**src/rtl/cache_pkg.sv**
```systemverilog
// cache_pkg: shared types and width helpers for the cache line
// transfer controller (states, request kinds, line_out field layout).
package cache_pkg;

  typedef enum logic [2:0] {
    S_IDLE,
    S_WT,
    S_EVICT,
    S_FILL,
    S_INSTALL,
    S_DONE
  } state_t;

  typedef enum logic [1:0] {
    REQ_RD,
    REQ_WT,
    REQ_FL
  } req_t;

  // line_out = {tag, data, dirty, valid}
  localparam int VALID_POS = 0;
  localparam int DIRTY_POS = 1;
  localparam int DATA_POS  = 2;

  function automatic int tag_bits(
    input int aw,
    input int ib,
    input int bo
  );
    return aw - ib - bo;
  endfunction

  function automatic int words_per_line(
    input int ws,
    input int bo
  );
    return (1 << bo) / (ws / 8);
  endfunction

  function automatic int line_length(
    input int tb,
    input int bo
  );
    return tb + 8 * (1 << bo) + 2;
  endfunction

endpackage

```
**src/rtl/line_word_buffer.sv**
```systemverilog
// line_word_buffer: WORDS x WORD_SIZE refill storage, one indexed
// word write per cycle, synchronous clear. Ports: clk, clr, we, idx, wdata, data.
module line_word_buffer #(
  parameter int WORD_SIZE = 32,
  parameter int WORDS     = 16,
  localparam int IW       = $clog2(WORDS)
) (
  input  logic                       clk,
  input  logic                       clr,
  input  logic                       we,
  input  logic [IW-1:0]              idx,
  input  logic [WORD_SIZE-1:0]       wdata,
  output logic [WORDS*WORD_SIZE-1:0] data
);

  always_ff @(posedge clk) begin
    if (clr) begin
      data <= '0;
    end else if (we) begin
      data[int'(idx)*WORD_SIZE +: WORD_SIZE] <= wdata;
    end
  end

endmodule

```
**src/rtl/cache_line_xfer_ctrl.sv**
```systemverilog
// cache_line_xfer_ctrl: read-miss evict/refill, write-through and flush
// between a direct-mapped cache array (victim_*, line_*) and memory (ext_*).
module cache_line_xfer_ctrl
  import cache_pkg::*;
#(
  parameter int WORD_SIZE    = 32,
  parameter int ADDR_WIDTH   = 32,
  parameter int INDEX_BITS   = 5,
  parameter int BLOCK_OFFSET = 6,
  localparam int TAG_BITS    =
    tag_bits(ADDR_WIDTH, INDEX_BITS, BLOCK_OFFSET),
  localparam int LINE_BITS   = 8 * (1 << BLOCK_OFFSET),
  localparam int LINE_LENGTH =
    line_length(TAG_BITS, BLOCK_OFFSET)
) (
  input  logic                   clk,
  input  logic                   rst,
  input  logic                   enable,
  input  logic                   req_re,
  input  logic                   req_wr,
  input  logic                   req_flush,
  input  logic [ADDR_WIDTH-1:0]  req_addr,
  input  logic [WORD_SIZE-1:0]   req_wdata,
  input  logic                   victim_valid,
  input  logic                   victim_dirty,
  input  logic [TAG_BITS-1:0]    victim_tag,
  input  logic [LINE_BITS-1:0]   victim_data,
  output logic [LINE_LENGTH-1:0] line_out,
  output logic                   line_we,
  output logic                   re_ack,
  output logic                   wr_ack,
  output logic                   flush_ack,
  output logic [ADDR_WIDTH-1:0]  ext_addr,
  output logic [WORD_SIZE-1:0]   ext_wdata,
  input  logic [WORD_SIZE-1:0]   ext_rdata,
  output logic                   ext_re,
  output logic                   ext_wr,
  input  logic                   ext_ack
);

  localparam int BPW = WORD_SIZE / 8;
  localparam int WPL =
    words_per_line(WORD_SIZE, BLOCK_OFFSET);
  localparam int KW  = $clog2(WPL);
  localparam int WB  = $clog2(BPW);
  localparam logic [KW-1:0] KMAX = KW'(WPL - 1);

  state_t               state;
  req_t                 rq;
  logic [KW-1:0]        k;
  logic                 last;
  logic                 clr;
  logic                 buf_we;
  logic [LINE_BITS-1:0] buf_data;
  logic                 dirty_hit;

  logic [ADDR_WIDTH-1:0] k_off;
  logic [ADDR_WIDTH-1:0] line_base;
  logic [ADDR_WIDTH-1:0] evict_base;
  logic [ADDR_WIDTH-1:0] word_addr;

  assign clr       = rst || !enable;
  assign last      = (k == KMAX);
  assign buf_we    = (state == S_FILL) && ext_ack;
  assign dirty_hit = victim_valid && victim_dirty;

  line_word_buffer #(
    .WORD_SIZE(WORD_SIZE),
    .WORDS    (WPL)
  ) u_buf (
    .clk  (clk),
    .clr  (clr),
    .we   (buf_we),
    .idx  (k),
    .wdata(ext_rdata),
    .data (buf_data)
  );

  always_ff @(posedge clk) begin
    if (rst || !enable) begin
      state <= S_IDLE;
      rq    <= REQ_RD;
      k     <= '0;
    end else begin
      unique case (state)
        S_IDLE: begin
          if (req_wr) begin
            rq    <= REQ_WT;
            state <= S_WT;
          end else if (req_flush) begin
            rq    <= REQ_FL;
            state <= dirty_hit ? S_EVICT : S_DONE;
          end else if (req_re) begin
            rq    <= REQ_RD;
            state <= dirty_hit ? S_EVICT : S_FILL;
          end
        end
        S_WT: begin
          if (ext_ack) state <= S_DONE;
        end
        S_EVICT: begin
          if (ext_ack) begin
            k <= k + 1'b1;
            if (last) begin
              state <= (rq == REQ_FL) ? S_DONE : S_FILL;
            end
          end
        end
        S_FILL: begin
          if (ext_ack) begin
            k <= k + 1'b1;
            if (last) state <= S_INSTALL;
          end
        end
        S_INSTALL: state <= S_DONE;
        S_DONE:    state <= S_IDLE;
        default:   state <= S_IDLE;
      endcase
    end
  end

  assign k_off      = ADDR_WIDTH'(k) << WB;
  assign line_base  = req_addr &
    ~ADDR_WIDTH'((1 << BLOCK_OFFSET) - 1);
  assign word_addr  = req_addr & ~ADDR_WIDTH'(BPW - 1);
  assign evict_base = {
    victim_tag,
    req_addr[BLOCK_OFFSET +: INDEX_BITS],
    BLOCK_OFFSET'(0)
  };

  // Everything below decodes from registered state only,
  // so ext_ack never reaches an output combinationally.
  assign ext_wr    = (state == S_WT) || (state == S_EVICT);
  assign ext_re    = (state == S_FILL);
  assign re_ack    = (state == S_DONE) && (rq == REQ_RD);
  assign wr_ack    = (state == S_DONE) && (rq == REQ_WT);
  assign flush_ack = (state == S_DONE) && (rq == REQ_FL);
  assign line_we   = (state == S_INSTALL) || flush_ack;

  always_comb begin
    ext_addr  = '0;
    ext_wdata = '0;
    unique case (1'b1)
      (state == S_WT): begin
        ext_addr  = word_addr;
        ext_wdata = req_wdata;
      end
      (state == S_EVICT): begin
        ext_addr  = evict_base | k_off;
        ext_wdata =
          victim_data[int'(k)*WORD_SIZE +: WORD_SIZE];
      end
      (state == S_FILL): begin
        ext_addr = line_base | k_off;
      end
      default: ;
    endcase
  end

  always_comb begin
    line_out = '0;
    unique case (1'b1)
      (state == S_INSTALL): begin
        line_out[VALID_POS] = 1'b1;
        line_out[DATA_POS +: LINE_BITS] = buf_data;
        line_out[DATA_POS+LINE_BITS +: TAG_BITS] =
          req_addr[ADDR_WIDTH-1 -: TAG_BITS];
      end
      flush_ack: begin
        line_out[VALID_POS] = victim_valid;
        line_out[DATA_POS +: LINE_BITS] = victim_data;
        line_out[DATA_POS+LINE_BITS +: TAG_BITS] =
          victim_tag;
      end
      default: ;
    endcase
  end

endmodule

```
**config.mk**
```make
export PLATFORM = sky130hd
export DESIGN_NAME = cache_line_xfer_ctrl
export DESIGN_NICKNAME = d
export VERILOG_FILES = /design/src/rtl/cache_pkg.sv /design/src/rtl/line_word_buffer.sv /design/src/rtl/cache_line_xfer_ctrl.sv
export SDC_FILE = /design/constraint.sdc
export NUM_CORES = 1
export LEC_CHECK = 0
export CAP_MARGIN = 25
export CORE_AREA = 2 2 480 482
export CTS_CLUSTER_DIAMETER = 150
export DETAILED_ROUTE_END_ITERATION = 6
export DIE_AREA = 0 0 482 484
export GPL_TIMING_DRIVEN = 0
export SLEW_MARGIN = 20
export SYNTH_ARGS = -nofsm -noshare
export SYNTH_HDL_FRONTEND = slang
export SYNTH_SLANG_ARGS = --single-unit
```
**constraint.sdc**
```tcl
create_clock -name clk -period 7.05 [get_ports clk]
set_input_delay 1.41 -clock clk [delete_from_list [all_inputs] [get_ports clk]]
set_output_delay 1.41 -clock clk [all_outputs]
set_load 0.05 [all_outputs]
```
==> results.md <==
- The starting density of the core is 0.138.
- The number of pins exceeding their max-slew limit in the final report is 0.
- The buffer depth of the longest clock path is 3.
- The most used flip-flop cell after synthesis is sky130_fd_sc_hd__dfxtp_1.
- The height of the chip is 484 µm.
- The worst hold path belongs to the class reg2reg.
- The total overflow left after global routing is 0.
- The number of port buffers is 1204.
- The number of antenna violations at the first check in global routing was 238.
- The horizontal die dimension is 482 µm.
- The tree is rooted in a sky130_fd_sc_hd__clkbuf_16.
- Total power for the finished layout comes to 8.70 mW.
- Across the VDD grid, the largest voltage drop is 0.186 mV.
- The H-tree generated during clock tree synthesis spans 3 levels.
- The clock insertion delay at the later pin of the skew report is 0.73 ns.
- The congestion estimate from routability-driven global placement came to 1.04.
- The cts-stage hold buffer count is 0.
- After technology mapping, the gate count stands at 3631.
- The number of sinks on the clock net is 521.
- The buffers inserted during post-CTS setup optimization is 0.
- Dividing the detail-routed via count by the number of cells gives 5.06.
- Summing over every cut layer, the via total after detailed routing is 41142.
- The fraction of synthesis flops using an asynchronous set or reset pin is 0.
- For this design the top-level I/O count stands at 1243.
- The area added between synthesis and finish is 62.4%.
- The buffers plus inverters on the worst setup path is 5.
- The worst setup skew after layout is 0.0252 ns.
- The highest-delay cell along the critical path is sky130_fd_sc_hd__clkdlybuf4s50_1.
- The final clock period utilization by the worst path is 0.980.
- The total negative slack for setup checks is 0 ns.
- The synthesized netlist occupies a cell area of 31600 µm².
- The total CTS buffers is 74.
- The kind of capture point of the worst setup path is an output pin.
- The mean routed wirelength per cell is 46.5 µm.
- The clock tree from TritonCTS is built.
- Across every metal layer, demand over resource in global routing totals 0.309.
- After layout, the minimum clock period comes to 6.91 ns.
- The relative slew slack is 0.219.
- For the pin with the worst max-slew slack, the measured transition is 1.17 ns.
- The share of the Yosys chip area taken by registers is 0.331.
- The first-pass GRT wire length is 458000 µm.
- Setup repair after global routing left no endpoint under its margin.
- Yosys printed 0 warnings.
- The origin of the critical flop-to-flop path is k[1]$_SDFFE_PP0P_.
- The worst stage delay on the critical path is 0.98 ns.
- Wires add up to 378000 µm.
- Data on the critical path arrives at its endpoint at 5.50 ns.
- The worst setup path is launched from a flop.
- For this run, design rule violations remaining after detail routing come to 5.
- Of the cells placed in the final design, the portion with a size suffix greater than 1 is 0.110.
- The signal on the critical path passes through buf_6 -> buf_2 -> buf_2 -> buf_2 -> mux2i_1 -> a22oi_1 -> a32oi_1 -> o21ai_0 -> clkdlybuf4s50_1.
- The number of maximum-capacitance constraint violations is 0.
- The number of core rows is 176.
- The number of flops mapped to enable cells by yosys is 0.
- Detailed placement finished with a half-perimeter wire length of 325000 µm.
- The clock transition time at the flip-flop clock pins of the worst setup and hold paths is 0.06 ns.
- The required time at the endpoint of the critical path is 5.64 ns.
- The die covers 233000 µm².
- The number of gates resized after cts is 0.
- The worst hold path startpoint is u_buf.data[498]$_SDFFE_PP0P_.
- The family with the most delay on the worst path is buffers and inverters.
- The count of antenna-violating nets left after detailed routing is 0.
- For this run, the post-layout net count is 5598.
- The via count of the first global-routing pass is 38090.
- The critical path in this run is classified as reg2out.
- The count of routing violations after the opening detailed-route iteration is 5144.
- The pre-antenna-repair detailed-routing pass consisted of 7 iterations.
- The post-synthesis sequential element count is 521.
- Setup violations remaining at the end of the flow were counted as 0.
- Dividing the synthesized area by the synthesized cell count gives 8.69 µm².
- The critical path launch point is k[0]$_SDFFE_PP0P_.
- The flow ran to the end, but the final reports show violations.
- The achievable frequency is 0.145 GHz.
- The area inside the core boundary is 229000 µm².
- The leakage power figure is 17.4 nW.
- The number of library cell types mapped by synthesis is 71.
- The most numerous cell type found on the critical path is sky130_fd_sc_hd__buf_2.
- Entering global routing, the biggest net connects 13 pins.
- The checks that failed: DRC.
- Along the worst path, the maximum fanout reaches 10.
- Power spread over the standard cell area amounts to 170 nW/µm².
- The final number of hold-violating endpoints is 0.
[state kept, by name, indices dropped and copies added (netlist names)]
name        cells
u_buf.data    512
k               4
state           3
rq              2
[where the power goes]
group          internal, mW  total, mW  switching [mW]  leakage (nW)
Sequential             2.95       2.95         0.00235          4.19
Combinational         0.523       1.54            1.02          12.0
Clock                  2.50       4.21            1.70          1.27
Total                  5.97       8.70            2.72          17.4
[layout make-up]
class                   count  area (µm²)
clock inverters            34         522
fillers                 25111      177000
repair buffers           1248       12900
well taps                3026        3790
inverters                   6        22.5
multi-input cells        2607       18900
flip-flops and latches    521       10400
diodes                     88         220
clock buffers              99        2100
plain buffers             499        2410
[synthesized netlist by cell type (all sizes together), types with 10 or more instances]
master  number  area [µm²]
a31o        17         149
nand4      130         813
and2        10        65.1
nor2        30         125
a32oi       33         289
mux4        64        1440
nor4        21         159
a22oi       70         526
dfxtp      521       10400
o21ai       99         495
a22o       554        4850
nand2      488        1830
a21oi      194         971
nor3        16         126
clkbuf     276        1040
mux2i      433        4330
buf        223        1290
nand3      374        1890
[metrics by stage]
step	cell area, µm²	hold WS [ns]	util	cells	worst slack (ns)
6_report	51200	0.449	0.224	8128	0.144
5_1_grt	51100	0.464	0.223	8062	0.126
4_1_cts	51000	0.450	0.223	8039	0.0933
3_5_place_dp	48400	0.442	0.212	7906	0.894
3_3_place_gp	47400	0.436	0.207	7863	0.563
2_1_floorplan	31600	0.428	-	3633	2.85
[worst paths after layout]
| path | endpoint | slack (ns) | depth (start not counted) |
|---|---|---|---|
| setup reg to reg | u_buf.data[98]$_SDFFE_PP0P_ | 1.83 | 11 |
| hold / removal | u_buf.data[498]$_SDFFE_PP0P_ | 0.45 | 2 |
| hold reg to reg | u_buf.data[498]$_SDFFE_PP0P_ | 0.45 | 2 |
| setup / recovery | ext_wdata[17] | 0.14 | 9 |
[cells by family after synthesis]
family          synth area share
simple gates               0.169
xor+xnor                 0.00190
flops                      0.331
buf+inv                   0.0744
compound gates             0.240
fa+ha+maj                0.00119
mux                        0.183
other cells             0.000119
[layout by cell type (no fill, tap or decap), types with 23 or more instances in the layout]
cell / n
sky130_fd_sc_hd__diode_2: 88
sky130_fd_sc_hd__clkdlybuf4s50_1: 1204
sky130_fd_sc_hd__a22oi_1: 70
sky130_fd_sc_hd__nor2_1: 27
sky130_fd_sc_hd__a22o_1: 554
sky130_fd_sc_hd__clkbuf_16: 76
sky130_fd_sc_hd__a32oi_1: 33
sky130_fd_sc_hd__nand2_1: 488
sky130_fd_sc_hd__buf_4: 47
sky130_fd_sc_hd__clkbuf_1: 223
sky130_fd_sc_hd__o21ai_1: 31
sky130_fd_sc_hd__mux2i_1: 433
sky130_fd_sc_hd__nand4_1: 130
sky130_fd_sc_hd__dfxtp_1: 521
sky130_fd_sc_hd__mux4_2: 64
sky130_fd_sc_hd__buf_6: 23
sky130_fd_sc_hd__buf_2: 155
sky130_fd_sc_hd__a21oi_1: 194
sky130_fd_sc_hd__clkbuf_2: 65
sky130_fd_sc_hd__o21ai_0: 68
sky130_fd_sc_hd__nand3_1: 371
[layer usage]
layer | wire length, µm | GRT usage | vias up | share of wire
met1 | 151000 | 0.375 | 20822 | 0.40
met4 | 21600 | 0.154 | 148 | 0.057
met5 | 956 | 0 | - | 0.0025
met3 | 38000 | 0.105 | 715 | 0.10
li1 | - | - | 16447 | -
met2 | 167000 | 0.484 | 3010 | 0.44
[worst register-to-register path, delay by kind of cell (launching register included)]
kind	cells	cell delay [ns]
fa+ha+maj	1	0.31
simple gates	3	1.24
mux	1	0.23
buf+inv	6	2.83
flops	1	0.53
Power figures use the tool's default switching activity.
